`src/rtl/trap_csr.sv`:
```
// Trap CSR unit: M/S trap CSRs, privilege tracking, trap entry and xret handling,
// plus registered selection of the highest-priority enabled interrupt.
module trap_csr (
  input  logic         clk,
  input  logic         rst,
  input  logic [38:0]  IN_trapInfo,
  input  logic [1:0]   IN_xret,
  input  logic [45:0]  IN_csrReq,
  output logic         OUT_csrReady,
  output logic [33:0]  OUT_csrResp,
  input  logic         IN_meip,
  input  logic         IN_mtip,
  input  logic         IN_msip,
  input  logic         IN_seip,
  output logic [130:0] OUT_trapControl
);
  localparam logic [1:0] PRIV_U = 2'd0;
  localparam logic [1:0] PRIV_S = 2'd1;
  localparam logic [1:0] PRIV_M = 2'd3;

  localparam logic [11:0] ADDR_SSTATUS  = 12'h100;
  localparam logic [11:0] ADDR_STVEC    = 12'h105;
  localparam logic [11:0] ADDR_SSCRATCH = 12'h140;
  localparam logic [11:0] ADDR_SEPC     = 12'h141;
  localparam logic [11:0] ADDR_SCAUSE   = 12'h142;
  localparam logic [11:0] ADDR_MSTATUS  = 12'h300;
  localparam logic [11:0] ADDR_MEDELEG  = 12'h302;
  localparam logic [11:0] ADDR_MIDELEG  = 12'h303;
  localparam logic [11:0] ADDR_MIE      = 12'h304;
  localparam logic [11:0] ADDR_MTVEC    = 12'h305;
  localparam logic [11:0] ADDR_MSCRATCH = 12'h340;
  localparam logic [11:0] ADDR_MEPC     = 12'h341;
  localparam logic [11:0] ADDR_MCAUSE   = 12'h342;
  localparam logic [11:0] ADDR_MIP      = 12'h344;

  logic        trapValid, trapDelegate, trapIsInt;
  logic [31:0] trapPC;
  logic [3:0]  trapCause;
  logic        xretValid, xretIsMret;
  logic        reqValid, reqWrite;
  logic [11:0] reqAddr;
  logic [31:0] reqWdata;

  assign {trapValid, trapPC, trapCause, trapDelegate, trapIsInt} = IN_trapInfo;
  assign {xretValid, xretIsMret} = IN_xret;
  assign {reqValid, reqWrite, reqAddr, reqWdata} = IN_csrReq;

  logic [1:0]  priv;
  logic        stSie, stMie, stSpie, stMpie, stSpp;
  logic [1:0]  stMpp;
  logic [11:0] mieReg;
  logic        ssip, stip;
  logic [15:0] medeleg, mideleg;
  logic [31:0] mtvec, stvec, mepc, sepc, mcause, scause, mscratch, sscratch;

  logic [31:0] mstatusVal, sstatusVal;
  logic [11:0] mipVal;

  always_comb begin
    mstatusVal        = '0;
    mstatusVal[1]     = stSie;
    mstatusVal[3]     = stMie;
    mstatusVal[5]     = stSpie;
    mstatusVal[7]     = stMpie;
    mstatusVal[8]     = stSpp;
    mstatusVal[12:11] = stMpp;
    sstatusVal        = '0;
    sstatusVal[1]     = stSie;
    sstatusVal[5]     = stSpie;
    sstatusVal[8]     = stSpp;
    mipVal            = '0;
    mipVal[11]        = IN_meip;
    mipVal[9]         = IN_seip;
    mipVal[7]         = IN_mtip;
    mipVal[5]         = stip;
    mipVal[3]         = IN_msip;
    mipVal[1]         = ssip;
  end

  logic        implemented;
  logic [31:0] readVal;

  always_comb begin
    implemented = 1'b1;
    readVal     = '0;
    case (reqAddr)
      ADDR_SSTATUS:  readVal = sstatusVal;
      ADDR_STVEC:    readVal = stvec;
      ADDR_SSCRATCH: readVal = sscratch;
      ADDR_SEPC:     readVal = sepc;
      ADDR_SCAUSE:   readVal = scause;
      ADDR_MSTATUS:  readVal = mstatusVal;
      ADDR_MEDELEG:  readVal = {16'b0, medeleg};
      ADDR_MIDELEG:  readVal = {16'b0, mideleg};
      ADDR_MIE:      readVal = {20'b0, mieReg};
      ADDR_MTVEC:    readVal = mtvec;
      ADDR_MSCRATCH: readVal = mscratch;
      ADDR_MEPC:     readVal = mepc;
      ADDR_MCAUSE:   readVal = mcause;
      ADDR_MIP:      readVal = {20'b0, mipVal};
      default:       implemented = 1'b0;
    endcase
  end

  logic illegal, accept, doWrite;
  assign illegal      = ~implemented | (priv < reqAddr[9:8]) | (reqWrite & (reqAddr[11:10] == 2'b11));
  assign OUT_csrReady = rst & ~trapValid & ~xretValid;
  assign accept       = reqValid & OUT_csrReady;
  assign doWrite      = accept & reqWrite & ~illegal;

  // Trap entry wins over xret; CSR writes can only land when neither is active.
  always_ff @(posedge clk) begin
    if (!rst) begin
      priv     <= PRIV_M;
      stSie    <= 1'b0;
      stMie    <= 1'b0;
      stSpie   <= 1'b0;
      stMpie   <= 1'b0;
      stSpp    <= 1'b0;
      stMpp    <= PRIV_U;
      mieReg   <= '0;
      ssip     <= 1'b0;
      stip     <= 1'b0;
      medeleg  <= '0;
      mideleg  <= '0;
      mtvec    <= '0;
      stvec    <= '0;
      mepc     <= '0;
      sepc     <= '0;
      mcause   <= '0;
      scause   <= '0;
      mscratch <= '0;
      sscratch <= '0;
    end else if (trapValid) begin
      if (trapDelegate) begin
        sepc   <= trapPC;
        scause <= {trapIsInt, 27'b0, trapCause};
        stSpie <= stSie;
        stSie  <= 1'b0;
        stSpp  <= priv[0];
        priv   <= PRIV_S;
      end else begin
        mepc   <= trapPC;
        mcause <= {trapIsInt, 27'b0, trapCause};
        stMpie <= stMie;
        stMie  <= 1'b0;
        stMpp  <= priv;
        priv   <= PRIV_M;
      end
    end else if (xretValid) begin
      if (xretIsMret) begin
        priv   <= stMpp;
        stMie  <= stMpie;
        stMpie <= 1'b1;
        stMpp  <= PRIV_U;
      end else begin
        priv   <= {1'b0, stSpp};
        stSie  <= stSpie;
        stSpie <= 1'b1;
        stSpp  <= 1'b0;
      end
    end else if (doWrite) begin
      case (reqAddr)
        ADDR_SSTATUS: begin
          stSie  <= reqWdata[1];
          stSpie <= reqWdata[5];
          stSpp  <= reqWdata[8];
        end
        ADDR_MSTATUS: begin
          stSie  <= reqWdata[1];
          stMie  <= reqWdata[3];
          stSpie <= reqWdata[5];
          stMpie <= reqWdata[7];
          stSpp  <= reqWdata[8];
          stMpp  <= (reqWdata[12:11] == 2'b10) ? PRIV_U : reqWdata[12:11];
        end
        ADDR_STVEC:    stvec    <= {reqWdata[31:2], 2'b00};
        ADDR_MTVEC:    mtvec    <= {reqWdata[31:2], 2'b00};
        ADDR_SEPC:     sepc     <= {reqWdata[31:1], 1'b0};
        ADDR_MEPC:     mepc     <= {reqWdata[31:1], 1'b0};
        ADDR_SCAUSE:   scause   <= {reqWdata[31], 27'b0, reqWdata[3:0]};
        ADDR_MCAUSE:   mcause   <= {reqWdata[31], 27'b0, reqWdata[3:0]};
        ADDR_SSCRATCH: sscratch <= reqWdata;
        ADDR_MSCRATCH: mscratch <= reqWdata;
        ADDR_MEDELEG:  medeleg  <= reqWdata[15:0] & 16'hF7FF;
        ADDR_MIDELEG:  mideleg  <= reqWdata[15:0] & 16'h0222;
        ADDR_MIE:      mieReg   <= reqWdata[11:0] & 12'hAAA;
        ADDR_MIP: begin
          ssip <= reqWdata[1];
          stip <= reqWdata[5];
        end
        default: ;
      endcase
    end
  end

  logic        respValid, respIllegal;
  logic [31:0] respData;

  always_ff @(posedge clk) begin
    if (!rst) begin
      respValid   <= 1'b0;
      respIllegal <= 1'b0;
      respData    <= '0;
    end else begin
      respValid   <= accept;
      respIllegal <= accept & illegal;
      respData    <= (accept & ~illegal) ? readVal : '0;
    end
  end

  logic        mLevelOn, sLevelOn, anyNext, delegNext;
  logic [11:0] pendingBits, enabledBits;
  logic [3:0]  causeNext;

  assign mLevelOn = (priv != PRIV_M) | stMie;
  assign sLevelOn = (priv == PRIV_U) | ((priv == PRIV_S) & stSie);

  always_comb begin
    pendingBits = mipVal & mieReg;
    enabledBits = '0;
    for (int unsigned i = 0; i < 12; i++)
      enabledBits[i] = pendingBits[i] & (mideleg[i] ? sLevelOn : mLevelOn);
    anyNext   = 1'b1;
    causeNext = 4'd0;
    if (enabledBits[11])     causeNext = 4'd11;
    else if (enabledBits[3]) causeNext = 4'd3;
    else if (enabledBits[7]) causeNext = 4'd7;
    else if (enabledBits[9]) causeNext = 4'd9;
    else if (enabledBits[1]) causeNext = 4'd1;
    else if (enabledBits[5]) causeNext = 4'd5;
    else                     anyNext   = 1'b0;
    delegNext = anyNext & mideleg[causeNext];
  end

  logic       intPending, intDelegate;
  logic [3:0] intCause;

  // Cleared after a trap so the core does not re-take the interrupt just entered.
  always_ff @(posedge clk) begin
    if (!rst || trapValid) begin
      intPending  <= 1'b0;
      intCause    <= '0;
      intDelegate <= 1'b0;
    end else begin
      intPending  <= anyNext;
      intCause    <= causeNext;
      intDelegate <= delegNext;
    end
  end

  logic [30:0] retvec;
  assign retvec = (priv == PRIV_M) ? mepc[31:1] : sepc[31:1];

  assign OUT_csrResp     = {respValid, respIllegal, respData};
  assign OUT_trapControl = {priv, mtvec[31:2], stvec[31:2], retvec, medeleg, mideleg,
                            intPending, intCause, intDelegate};
endmodule

```
`config.mk`:
```
export PLATFORM = sky130hd
export DESIGN_NAME = trap_csr
export DESIGN_NICKNAME = d
export VERILOG_FILES = /design/src/rtl/trap_csr.sv
export SDC_FILE = /design/constraint.sdc
export NUM_CORES = 1
export LEC_CHECK = 0
export CAP_MARGIN = 20
export CORE_ASPECT_RATIO = 0.8
export CORE_UTILIZATION = 56
export CTS_CLUSTER_DIAMETER = 120
export DETAILED_ROUTE_END_ITERATION = 10
export MAX_ROUTING_LAYER = met4
export PLACE_DENSITY_LB_ADDON = 0.12
export SYNTH_ARGS = -nofsm -noshare
export SYNTH_HDL_FRONTEND = slang
export SYNTH_SLANG_ARGS = --single-unit
```
`constraint.sdc`:
```
create_clock -name clk -period 5.2 [get_ports clk]
set_input_delay 1.04 -clock clk [delete_from_list [all_inputs] [get_ports clk]]
set_output_delay 1.04 -clock clk [all_outputs]
set_load 0.005 [all_outputs]
```
==> metrics.yaml, run 1 <==
ys_ff_latch: 273
reg2reg_to: "sepc[27]$_SDFFE_PN0P_"
clockPowerShare_pct: 44.2
grt_pass1_wl_mm: 65.90
crit_fanout: 32
gp_congestion: 1.017
start_kind: "primary input"
cts_tree: "built"
layout_common_cells: "dfxtp_1, clkdlybuf4s50_1, nand2_1"
reg2reg_from: "priv[1]$_SDFFE_PN1P_"
swShare_pct: 23.57
num_rows: 48
synthArstFlopShare_pct: 0
drt-initial-drc-count: 1546
hold_buffers: 0
cts-buffers-inserted: 27
drt_drc_violations_left: 0
ctsResizeCount: 0
critPathKind: "in2reg"
holdPathEnd: "sscratch[8]$_SDFFE_PN0P_"
synth_edf_count: 0
antenna_found_initial: 0
p_per_area_nw_per_um2: 295.6
syn-mean-instance-area_um2: 8.836
drtPass1Iterations: 6
rr_worst_depth: 8
finalWorstSetupSlack_ns: 1.056
power.switching_mw: 1.107
multiInputGateArea_um2: 6312
placeableCoreArea_um2: 21680
use_met2_pct: 55.83
die_y_um: 135.3
cts-root-buf: "clkbuf_16"
intPower_mw: 3.589
die_w_um: 168.6
p_seq_share_pct: 46.3
post_cts_buffers: 0
fmax_mhz: 241.3
netlist_instances: 1407
whs_path_depth: 2
drive_above_1_share_pct: 10.24
worstSkewPairLatency_ns: 0.55
worst_pin_slew_ns: 1.061
n_fill_cell: 1629
maxSlewHeadroom_pct: 29.28
final.setup.tns_ns: 0
pre_cts_ws_ns: 0.7166
seq_area_frac_synth_pct: 43.96
rsz0062_at_grt: "false"
seq_area_um2: 5465
viasPerCell: 6.303
antenna_cells: 0
r2r_slack_ns: 2.34
grtUsageMet1_pct: 55.38
setup_violations: 0
busiest_layer: "met2"
finalCritPeriodShare_pct: 79.70
dp_hpwl_mm: 29.14
final_max_slew_viol_count: 0
grt_pass1_vias: 10980
nets: 1686
leakagePower_nw: 5.351
synth_area_um2: 12430
comb_power_share_pct: 9.5
maxCapViolCount: 0
num_io_pins: 259
vias: 12050
routedWlPerCell_um: 23.03
worstHoldPathType: "reg2reg"
grt_max_degree: 135
yosysUniqueCellTypes: 73
htreeDepth: 1
dieArea_um2: 22800
path_clk_slew_ns: 0.06
wirelength_mm: 44.03
status: "finished clean"
final_common_cell: "dfxtp_1"
critPathCaptureType: "flop"
grt-ovfl-total: 0
required_ns: 5.59
grt_usage_pct: 39.09
worstHoldStart: "sscratch[8]$_SDFFE_PN0P_"
syn_to_final_growth_pct: 27.77
peakVddDrop_v: 0.0002293
min_period_ns: 4.144
yosys_warnings: 0
portBuffers: 244
grtUsageMet3_pct: 7.537
cts_buffer_depth: 3
hold_violations: 0
drtAntennaViolNets: 0
clock-sinks: 273
cp.arrival_ns: 4.53
initial_core_util_pct: 57.34
synth_ff_type: "dfxtp_1"
fin_skew_ns: 0.02792
## worst max path at each step
stage               slack (ns)                 endpoint     startpoint
finish                    1.06   respData[1]$_SDFF_PN0_  IN_csrReq[34]
global route              1.14   respData[1]$_SDFF_PN0_  IN_csrReq[34]
CTS                       1.26   respData[1]$_SDFF_PN0_  IN_csrReq[34]
detailed placement        0.72   respData[1]$_SDFF_PN0_  IN_csrReq[34]
global placement          0.68   respData[1]$_SDFF_PN0_  IN_csrReq[34]
floorplan                 2.03  medeleg[5]$_SDFFE_PN0P_  IN_csrReq[41]
## power groups by stage
stage | clock network (mW) | logic (mW) | registers [mW]
floorplan | 0 | 0.232 | 2.20
global placement | 0 | 0.430 | 2.21
detailed placement | 0 | 0.433 | 2.22
CTS | 2.08 | 0.436 | 2.17
global route | 2.17 | 0.473 | 2.17
finish | 2.08 | 0.448 | 2.17
## area by class of cell
class	instances	share of cell area, %
flip-flops and latches	273	34.41
clock inverters	10	0.9846
multi-input cells	1004	39.74
well taps	300	2.363
repair buffers	277	17.28
clock buffers	39	4.978
inverters	9	0.2442
## worst max-delay path, stage by stage
cell             delay, ns
clkdlybuf4s50_1       1.08
nor4b_2               0.67
o21ai_1               0.14
o22ai_2               0.14
a211oi_1              0.10
or4_2                 0.56
buf_4                 0.36
a31oi_1               0.44
## cell usage after synthesis (all sizes together) (3+ instances only)
cell type,instances,share of area (%)
dfxtp,273,44
nand2,230,7.0
nor2,166,5.0
a21oi,129,5.6
mux2i,121,9.7
buf,72,3.7
a211oi,63,3.8
clkbuf,62,1.9
mux2,37,3.4
a22oi,35,2.1
o21ai,35,1.4
a221oi,22,1.6
nor3,16,1.0
nand3,15,0.60
a222oi,12,0.97
a31oi,12,1.3
o22ai,12,0.65
inv,9,0.27
nor4,9,0.80
a32oi,5,0.35
nand2b,5,0.25
nor4b,5,0.62
and2,4,0.20
nand3b,4,0.24
or4,4,0.27
a21o,3,0.18
nor2b,3,0.15
o211ai,3,0.18
o2bb2ai,3,0.21
o41ai,3,0.21
or3,3,0.15
## cells by family after synthesis
group | Yosys count | synth area share (%)
multiplexers | 158 | 13.09
AO/OA/AOI/OAI | 351 | 19.62
buffers and inverters | 143 | 5.857
adder cells (fa/ha/maj) | 1 | 0.1006
flip-flops | 273 | 43.96
other | 1 | 0.03016
AND/OR/NAND/NOR | 479 | 17.27
XOR/XNOR | 1 | 0.07046
## registers in the layout, indices dropped and copies added, names as in the netlist, 2 cells and up
name      cells
priv          2
stMpp         2
respData     32
sscratch     32
mieReg        6
mtvec        30
mideleg       3
sepc         32
scause        5
mepc         32
mscratch     32
medeleg      15
intCause      4
mcause        5
stvec        30
## metrics by stage
stage               std cells  hold WS [ns]  cell area [µm²]  utilization (%)  power (mW)
detailed placement       1862        0.4429            14920            68.80       2.649
global route             1912        0.4648            15880            73.26       4.815
global placement         1862        0.4371            14920            68.80       2.644
CTS                      1911        0.4510            15860            73.17       4.685
finish                   1912        0.4515            15880            73.26       4.696
floorplan                1420        0.4294            12480                -       2.435
## metal layers
metal | wire length (µm) | vias to the layer above
met5 | 0 | -
met4 | 1202 | 0
met2 | 18600 | 855
met3 | 5590 | 103
li1 | - | 5357
met1 | 18640 | 5737
No activity file was read; power rests on OpenSTA's default activity.
==> run 2, diff against run 1 <==
Settings changed: CORE_UTILIZATION 56 to 47.
Clock period 5.2 ns to 3.6 ns, I/O delays scaled along.
==> run 2 against run 1 <==
Sequential power grew 44%. Non-clock buffer count grew 43. Combinational power grew 50%. Setup slack lost 0.59 ns. Critical endpoint is now OUT_trapControl[68]. Largest power group is now the clock network. Highest routed layer unchanged.
==> metrics.yaml, run 2 (same netlist as run 1, synthesis figures left out) <==
status: "finished clean"
post_cts_buffers: 0
gp_congestion: 0.9732
hold_buffers: 0
drtPass1Iterations: 6
path_clk_slew_ns: 0.07
final_common_cell: "dfxtp_1"
htreeDepth: 1
cp.arrival_ns: 2.42
portBuffers: 244
drtAntennaViolNets: 0
syn_to_final_growth_pct: 32.92
grt-ovfl-total: 0
dp_hpwl_mm: 32.03
whs_path_depth: 2
clock-sinks: 273
grt_usage_pct: 34.86
total_power_mw: 7.169
num_rows: 52
initial_core_util_pct: 48.50
drt-initial-drc-count: 1233
critPathCaptureType: "primary output"
dieArea_um2: 27110
maxSlewHeadroom_pct: 25.97
fmax_mhz: 318.5
reg2reg_to: "mcause[3]$_SDFFE_PN0P_"
nets: 1731
drt_drc_violations_left: 0
critPathKind: "reg2out"
worstSkewPairLatency_ns: 0.56
rsz0062_at_grt: "false"
grt_max_degree: 99
peakVddDrop_v: 0.0003786
setup_violations: 0
required_ns: 2.88
fin_hold_ws_ns: 0.4507
placed_cells: 1957
cts_buffer_depth: 3
cts_tree: "built"
finalWorstSetupSlack_ns: 0.4607
reg2reg_from: "priv[1]$_SDFFE_PN1P_"
die_w_um: 183.8
p_per_area_nw_per_um2: 433.8
postLayoutCellArea_um2: 16520
finalCritPeriodShare_pct: 87.20
leakagePower_nw: 5.666
die_y_um: 147.5
hold_violations: 0
fin_skew_ns: 0.02291
drive_above_1_share_pct: 13.19
grt_pass1_vias: 11110
worst_pin_slew_ns: 1.105
pre_cts_ws_ns: 0.2718
layout.cells.non_filler: 2011
n_fill_cell: 2168
post_dp_cell_area_um2: 15440
routedWlPerCell_um: 23.14
maxCapViolCount: 0
holdPathEnd: "sscratch[4]$_SDFFE_PN0P_"
r2r_slack_ns: 1.06
worstHoldPathType: "reg2reg"
layout_common_cells: "dfxtp_1, clkdlybuf4s50_1, nand2_1"
final.setup.tns_ns: 0
worstHoldStart: "sscratch[4]$_SDFFE_PN0P_"
final_util_pct: 64.46
grt_pass1_wl_mm: 69.35
cts-buffers-inserted: 29
antenna_found_initial: 0
min_period_ns: 3.139
antenna_cells: 0
cts-root-buf: "clkbuf_16"
ctsResizeCount: 0
start_kind: "flop"
placeableCoreArea_um2: 25630
wirelength_mm: 46.53
viasPerCell: 5.873
vias: 11810
rr_worst_depth: 7
final_max_slew_viol_count: 0
num_io_pins: 259
crit_fanout: 24
-- run 2: cell types whose count changed in the layout (fill, tap and decap cells not counted), sizes merged --
cell	delta
inv	+2
buf	+43
bufinv	+2
clkbuf	-3
clkinvlp	+2
clkinv	+2
-- run 2: area by class of cell --
cell class,count,area [µm²],area share (%)
Tap cell,351,439.2,2.658
Timing Repair Buffer,320,3181,19.25
Clock inverter,18,264.0,1.598
Clock buffer,36,822.0,4.975
Inverter,9,38.79,0.2347
Multi-Input combinational cell,1004,6315,38.21
Sequential cell,273,5465,33.07
-- run 2: critical path: stages (launching register included) --
cell and delay, ns:
dfxtp_1 0.34, nand2_2 0.30, buf_12 0.26, mux2_2 0.37
clkdlybuf4s50_1 0.53
-- run 2: worst max path at each step --
stage / end / slack (ns) / start / cells after the start
floorplan: medeleg[5]$_SDFFE_PN0P_ / 0.75 / IN_csrReq[41] / 10
global placement: respData[13]$_SDFF_PN0_ / 0.33 / IN_csrReq[39] / 9
detailed placement: respData[10]$_SDFF_PN0_ / 0.27 / IN_csrReq[35] / 8
CTS: OUT_trapControl[68] / 0.47 / priv[0]$_SDFFE_PN1P_ / 4
global route: OUT_trapControl[68] / 0.45 / priv[0]$_SDFFE_PN1P_ / 4
finish: OUT_trapControl[68] / 0.46 / priv[0]$_SDFFE_PN1P_ / 4
-- run 2: power breakdown --
| group | internal, mW | switching, mW |
|---|---|---|
| logic | 0.310 | 0.360 |
| clock network | 2.06 | 1.31 |
| registers | 3.08 | 0.0512 |
-- run 2: metal layers --
layer / share of wire (%) / global-route usage, % / vias up
met2: 43 / 50.47 / 568
met3: 8.9 / 5.617 / 72
met1: 46 / 50.61 / 5703
met5: 0 / - / -
met4: 2.2 / 7.708 / 0
li1: - / - / 5467
